==> src/rtl/beat_pkg.sv <==
// Shared types, default sizes and round-robin helper for the beat scheduler.
package beat_pkg;

  localparam int unsigned DEF_STEPS = 12;
  localparam int unsigned DEF_NCH   = 4;
  localparam int unsigned DEF_CH_W  = $clog2(DEF_NCH);

  typedef enum logic [1:0] {
    IDLE,
    PICK,
    ISSUE,
    WAIT
  } state_t;

  // First set bit of mask at or after ptr, wrapping; 0 when mask is empty.
  function automatic logic [DEF_CH_W-1:0] rr_pick(input logic [DEF_NCH-1:0] mask,
                                                   input logic [DEF_CH_W-1:0] ptr);
    logic [DEF_CH_W-1:0] idx;
    rr_pick = '0;
    // Walk from farthest to nearest so the nearest hit wins.
    for (int i = DEF_NCH - 1; i >= 0; i--) begin
      idx = DEF_CH_W'((int'(ptr) + i) % DEF_NCH);
      if (mask[idx]) rr_pick = idx;
    end
  endfunction

endpackage

==> src/rtl/beat_scheduler_if.sv <==
// GO/sound_select/done handshake between the scheduler and the SD-card loader.
interface beat_scheduler_if;

  logic       go;
  logic [3:0] sound_select;
  logic       load_done;
  logic       load_error;

  modport master (output go, sound_select, input load_done, load_error);
  modport slave  (input go, sound_select, output load_done, load_error);

endinterface

==> src/rtl/beat_scheduler_rr_arbiter.sv <==
// Combinational round-robin selector over the pending-hit mask.
module rr_arbiter
  import beat_pkg::*;
#(
  parameter  int unsigned N  = DEF_NCH,
  localparam int unsigned CW = (N > 1) ? $clog2(N) : 1
) (
  input  logic [N-1:0]  mask,
  input  logic [CW-1:0] ptr,
  output logic [CW-1:0] grant,
  output logic          valid
);

  assign valid = |mask;

  if (N == DEF_NCH) begin : g_pkg
    assign grant = rr_pick(mask, ptr);
  end else begin : g_gen
    // Generic wrap-around search for non-default channel counts.
    always_comb begin
      grant = '0;
      for (int i = N - 1; i >= 0; i--) begin
        if (mask[CW'((int'(ptr) + i) % N)]) grant = CW'((int'(ptr) + i) % N);
      end
    end
  end

endmodule

==> src/rtl/beat_scheduler.sv <==
// Step sequencer that issues each step's channel hits to the sample loader in round-robin order.
module beat_scheduler
  import beat_pkg::*;
#(
  parameter int unsigned STEPS          = DEF_STEPS,
  parameter int unsigned NCH            = DEF_NCH,
  parameter int unsigned SOUND_OFFSET   = 0,
  parameter int unsigned TIMEOUT_CYCLES = 2_000_000
) (
  input  logic                      clk,
  input  logic                      reset,
  input  logic                      step_tick,
  input  logic                      pause,
  input  logic [NCH-1:0][STEPS-1:0] pattern,
  beat_scheduler_if.master          loader,
  output logic [3:0]                step_idx,
  output logic                      busy,
  output logic [7:0]                overrun_cnt,
  output logic [7:0]                timeout_cnt
);

  localparam int unsigned CW   = (NCH > 1) ? $clog2(NCH) : 1;
  localparam int unsigned TW   = (TIMEOUT_CYCLES > 1) ? $clog2(TIMEOUT_CYCLES) : 1;
  localparam int unsigned LAST = STEPS - 1;

  state_t          state, state_d;
  logic [NCH-1:0]  pending, pending_d, pend_left, clr;
  logic [CW-1:0]   rr_ptr, rr_d, sel_ch, sel_d, rr_next, grant;
  logic            valid;
  logic [TW-1:0]   tcnt, tcnt_d;
  logic [3:0]      step_d, next_step, ss_d;
  logic [7:0]      ovr_d, tmo_d;
  logic [8:0]      ovr_sum;
  logic            go_d, busy_d, advance;

  rr_arbiter #(.N(NCH)) u_arb (
    .mask  (pending),
    .ptr   (rr_ptr),
    .grant (grant),
    .valid (valid)
  );

  // Next-state, pending-mask and counter update logic.
  always_comb begin
    state_d   = state;
    pending_d = pending;
    rr_d      = rr_ptr;
    sel_d     = sel_ch;
    tcnt_d    = tcnt;
    step_d    = step_idx;
    ss_d      = loader.sound_select;
    ovr_d     = overrun_cnt;
    tmo_d     = timeout_cnt;
    go_d      = 1'b0;
    clr       = '0;
    ovr_sum   = '0;

    advance   = step_tick & ~pause;
    next_step = (step_idx == 4'(LAST)) ? 4'd0 : step_idx + 4'd1;
    rr_next   = (sel_ch == CW'(NCH - 1)) ? '0 : sel_ch + CW'(1);

    // The bit granted this cycle is consumed, so it is never counted as dropped.
    if (state == PICK && valid) clr = NCH'(1) << grant;
    pend_left = pending & ~clr;
    pending_d = pend_left;

    if (advance) begin
      step_d  = next_step;
      ovr_sum = {1'b0, overrun_cnt};
      for (int c = 0; c < NCH; c++) begin
        pending_d[CW'(c)] = pattern[CW'(c)][next_step];
        ovr_sum           = ovr_sum + 9'(pend_left[CW'(c)]);
      end
      ovr_d = (ovr_sum > 9'd255) ? 8'hFF : ovr_sum[7:0];
    end

    case (state)
      IDLE: begin
        if (pending_d != '0) state_d = PICK;
      end
      PICK: begin
        if (valid) begin
          sel_d   = grant;
          ss_d    = 4'(SOUND_OFFSET + 32'(grant));
          go_d    = 1'b1;
          state_d = ISSUE;
        end else begin
          state_d = IDLE;
        end
      end
      ISSUE: begin
        tcnt_d  = '0;
        state_d = WAIT;
      end
      WAIT: begin
        if (loader.load_done | loader.load_error) begin
          rr_d    = rr_next;
          state_d = IDLE;
        end else if (tcnt == TW'(TIMEOUT_CYCLES - 1)) begin
          rr_d    = rr_next;
          state_d = IDLE;
          if (timeout_cnt != 8'hFF) tmo_d = timeout_cnt + 8'd1;
        end else begin
          tcnt_d = tcnt + TW'(1);
        end
      end
      default: state_d = IDLE;
    endcase

    busy_d = (state_d == ISSUE) || (state_d == WAIT);
  end

  // State and registered-output update with synchronous reset.
  always_ff @(posedge clk) begin
    if (reset) begin
      state               <= IDLE;
      pending             <= '0;
      rr_ptr              <= '0;
      sel_ch              <= '0;
      tcnt                <= '0;
      step_idx            <= 4'(LAST);
      overrun_cnt         <= '0;
      timeout_cnt         <= '0;
      busy                <= 1'b0;
      loader.go           <= 1'b0;
      loader.sound_select <= '0;
    end else begin
      state               <= state_d;
      pending             <= pending_d;
      rr_ptr              <= rr_d;
      sel_ch              <= sel_d;
      tcnt                <= tcnt_d;
      step_idx            <= step_d;
      overrun_cnt         <= ovr_d;
      timeout_cnt         <= tmo_d;
      busy                <= busy_d;
      loader.go           <= go_d;
      loader.sound_select <= ss_d;
    end
  end

endmodule

==> src/flat_wrapper.sv <==
// flat-port wrapper written by rule: the top's interface ports become plain ports
module beat_scheduler_flat import beat_pkg::*;
#(
  parameter int unsigned STEPS          = DEF_STEPS,
  parameter int unsigned NCH            = DEF_NCH,
  parameter int unsigned SOUND_OFFSET   = 0,
  parameter int unsigned TIMEOUT_CYCLES = 2_000_000
)
  (clk, reset, step_tick, pause, pattern, step_idx, busy, overrun_cnt, timeout_cnt, loader_go, loader_sound_select, loader_load_done, loader_load_error);
  beat_scheduler_if loader_i ();
  input  logic clk;
  input  logic reset;
  input  logic step_tick;
  input  logic pause;
  input  logic [NCH-1:0][STEPS-1:0] pattern;
  output logic [3:0] step_idx;
  output logic busy;
  output logic [7:0] overrun_cnt;
  output logic [7:0] timeout_cnt;
  output wire logic [$bits(loader_i.go)-1:0] loader_go;
  output wire logic [$bits(loader_i.sound_select)-1:0] loader_sound_select;
  input wire logic [$bits(loader_i.load_done)-1:0] loader_load_done;
  input wire logic [$bits(loader_i.load_error)-1:0] loader_load_error;
  assign loader_go = loader_i.go;
  assign loader_sound_select = loader_i.sound_select;
  assign loader_i.load_done = loader_load_done;
  assign loader_i.load_error = loader_load_error;
  beat_scheduler #(.STEPS(STEPS), .NCH(NCH), .SOUND_OFFSET(SOUND_OFFSET), .TIMEOUT_CYCLES(TIMEOUT_CYCLES)) u_core (.clk(clk), .reset(reset), .step_tick(step_tick), .pause(pause), .pattern(pattern), .loader(loader_i), .step_idx(step_idx), .busy(busy), .overrun_cnt(overrun_cnt), .timeout_cnt(timeout_cnt));
endmodule
==> config.mk <==
export PLATFORM = sky130hd
export DESIGN_NAME = beat_scheduler_flat
export DESIGN_NICKNAME = d
export VERILOG_FILES = /design/src/rtl/beat_pkg.sv /design/src/rtl/beat_scheduler_if.sv /design/src/rtl/beat_scheduler_rr_arbiter.sv /design/src/rtl/beat_scheduler.sv /design/src/flat_wrapper.sv
export SDC_FILE = /design/constraint.sdc
export NUM_CORES = 1
export LEC_CHECK = 0
export ABC_AREA = 1
export CAP_MARGIN = 15
export CELL_PAD_IN_SITES_DETAIL_PLACEMENT = 0
export CELL_PAD_IN_SITES_GLOBAL_PLACEMENT = 1
export CORE_UTILIZATION = 37
export CTS_BUF_LIST = sky130_fd_sc_hd__clkbuf_4
export CTS_CLUSTER_DIAMETER = 150
export CTS_CLUSTER_SIZE = 24
export DETAILED_ROUTE_END_ITERATION = 16
export PLACE_DENSITY_LB_ADDON = 0.08
export SYNTH_ARGS = -nofsm -noshare
export SYNTH_HDL_FRONTEND = slang
export SYNTH_SLANG_ARGS = --single-unit
==> constraint.sdc <==
create_clock -name clk -period 4.15 [get_ports clk]
set_input_delay 0.6225 -clock clk [delete_from_list [all_inputs] [get_ports clk]]
set_output_delay 0.6225 -clock clk [all_outputs]
set_load 0.05 [all_outputs]
==> metrics.csv <==
metric;value;unit
status;completed;
CP Capture Point;u_core.tcnt[5];
gp weighted congestion;0.849;
TritonCTS Sinks;45;
Die Ht;91.4;µm
global-route usage over all layers;0.190;
mapped cell area;0.00295;mm²
H-tree levels;2;
max-cap violation count;0;
minimum clock period;2.36;ns
Post-route DRC;0;
PD cells;259;mW/mm²
diode count;0;
Root Buffer;clkbuf_4;
Placed Cells;604;
die area;0.00835;mm²
most frequent cells in the layout;nand2_1, inv_1, nor2_1, clkdlybuf4s50_1, dfxtp_1;
Yosys cell types;38;
final setup vio count;0;
global-route wire length before repair;12900;µm
#FFs+latches synth;45;
DR WL/cell;12.2;µm
R2R depth;14;
sequential share of the synthesized area;0.305;
Metal-1 WL;3870;µm
CP Capture Type;register;
initial core utilization;0.382;
max layer used;met4;
reg-to-reg startpoint;u_core.tcnt[0];
Placed Area;0.00343;mm²
core area;0.00773;mm²
Slew HR;0.619;
kind of critical path;register to register;
vias;3046;
Num CTS Buffers;5;
CP max FO;23;
pre-CTS setup slack;1.69;ns
Tcrit/Tclk final;0.568;
syn_area_per_cell;6.31;µm²
Pleak;1.33;nW
Yosys warning count;0;
Die Wd;91.4;µm
Rows;32;
FMAX;424;MHz
WL met3;277;µm
filler cell count;846;
arrival time worst endpoint;2.63;ns
Initial DRC Count;152;
number of vias per cell;4.98;
CP required;4.42;ns
DR WL met2;3260;µm
RSZ-0062 raised after global routing;no;
Hold Slack;0.500;ns
most common cell after layout, fill and taps aside;nand2_1;
# hold bufs at CTS;0;
initial antenna violation count;0;
fin cells;612;
final wirelength;7480;µm
1st-pass router iterations;4;
Syn Inst Count;468;
CTS resizes;0;
final hold vios;0;
CP Launch Type;register;
largest net degree at the start of global routing;28;
layout cell share with drive strength beyond 1;0.0627;
Reg2Reg Setup Slack;1.79;ns
vias in the first global route;2783;
max-slew violation count;0;
post-route ant nets;0;
Final Net Count;567;
clk_lat worst skew;0.37;ns
Top Ports;80;
area of the multi-input gates;0.00169;mm²
VDD IR max;0.000161;V
Clk pin slew, worst setup/hold paths;0.15;ns
CP Launch Point;u_core.tcnt[0];
worst setup margin;1.79;ns
type of the worst min-delay path;register to register;
area grow syn2layout;18.8;%
final instance area;0.00351;mm²
Worst Tran Pin Value;0.567;ns
Clock Skew;0.0173;ns
Remaining Overflow, GRT;0;
DP HPWL;5780;µm
Setup Buffers After CTS;0;
Reg area;901;µm²
Final TNS setup;0;ns
Buffers on Ports;45;
CTS tree;done;
Critical R2R Capture;u_core.tcnt[5];
clk buf depth;2;
-- worst min-delay path by stage --
stage	start	end	cells past startpoint
after global placement	u_core.tcnt[1]	u_core.tcnt[1]	2
after global routing	u_core.tcnt[1]	u_core.tcnt[1]	2
after detailed placement	u_core.tcnt[1]	u_core.tcnt[1]	2
after floorplan	u_core.tcnt[1]	u_core.tcnt[1]	2
final	u_core.tcnt[1]	u_core.tcnt[1]	2
after CTS	u_core.tcnt[1]	u_core.tcnt[1]	2
-- logic make-up after synthesis --
logic type      after synthesis  synth area share
compound gates               68             0.123
other cells                   1           0.00127
simple gates                253             0.394
fa+ha+maj                     4            0.0169
buf+inv                      88             0.133
xor+xnor                      9            0.0267
flops                        45             0.305
-- sequential cells by signal (all words and copies together), names as in the netlist --
register / count
u_core.pending: 4
u_core.state: 2
u_core.sel_ch: 2
u_core.step_idx: 4
u_core.tcnt: 21
u_core.rr_ptr: 2
u_core.busy: 1
u_core.timeout_cnt: 8
u_core.loader.go: 1
-- synth_stat cells --
cell      count  area share
a211oi_1      1      0.0025
nand3_1      32       0.054
nor3b_1       1      0.0025
nand3b_1      4       0.010
dfxtp_1      45        0.30
or2_2         2      0.0042
a21boi_0      1      0.0025
ha_1          4       0.017
and2_1        1      0.0021
o21ai_0      17       0.029
nor2_4        1      0.0038
o31a_1        1      0.0030
nor4_1        8       0.017
o22ai_1       2      0.0042
a21oi_1      37       0.063
buf_2         2      0.0034
nand2_4       2      0.0076
nand2_2       4      0.0085
nor2_1       48       0.061
o211ai_1      1      0.0025
a21boi_2      1      0.0038
xor2_1        7       0.021
nand3_2       1      0.0034
inv_2        12       0.015
clkbuf_1      5      0.0064
o21ai_1       6       0.010
conb_1        1      0.0013
or2_1         2      0.0042
nand4_1      16       0.034
inv_1        55       0.070
nor3_1       32       0.054
nor2_2        1      0.0021
o21a_1        1      0.0025
nand2b_1      1      0.0021
buf_6         2      0.0076
xnor2_1       2      0.0059
nand2_1      97        0.12
buf_4        12       0.030
-- routing by layer --
layer / GRT usage / vias to the layer above
met5: 0 / -
met2: 0.305 / 66
met3: 0.0310 / 8
li1: - / 1606
met4: 0.0489 / 0
met1: 0.264 / 1366
-- power breakdown --
group          switching (mW)  internal (mW)  total [mW]  leakage [nW]
combinational           0.116         0.0685       0.185         0.930
clock                   0.151          0.125       0.276        0.0389
sequential            0.00882          0.441       0.450         0.364
-- stage by stage --
step / util / power, mW
floorplan: - / 0.595
global placement: 0.444 / 0.645
detailed placement: 0.444 / 0.644
CTS: 0.454 / 0.923
global route: 0.454 / 0.961
finish: 0.454 / 0.910
-- area by class of cell --
type,instances,area share
repair buffers,46,0.130
multi-input cells,344,0.483
clock buffers,5,0.0107
clock inverters,3,0.0118
well taps,102,0.0364
flip-flops and latches,45,0.257
inverters,67,0.0716
-- critical path: stages (launching register included) --
cell     delay [ns]
dfxtp_1        0.38
ha_1           0.23
inv_2          0.07
nor2_4         0.18
nand2_2        0.08
nor2_2         0.14
nand4_1        0.20
nand2_2        0.16
nand2_4        0.09
nand2_4        0.24
inv_2          0.18
nand2_1        0.12
o21ai_0        0.07
o21ai_0        0.07
nor2_1         0.05
No activity file was read; power rests on OpenSTA's default activity.
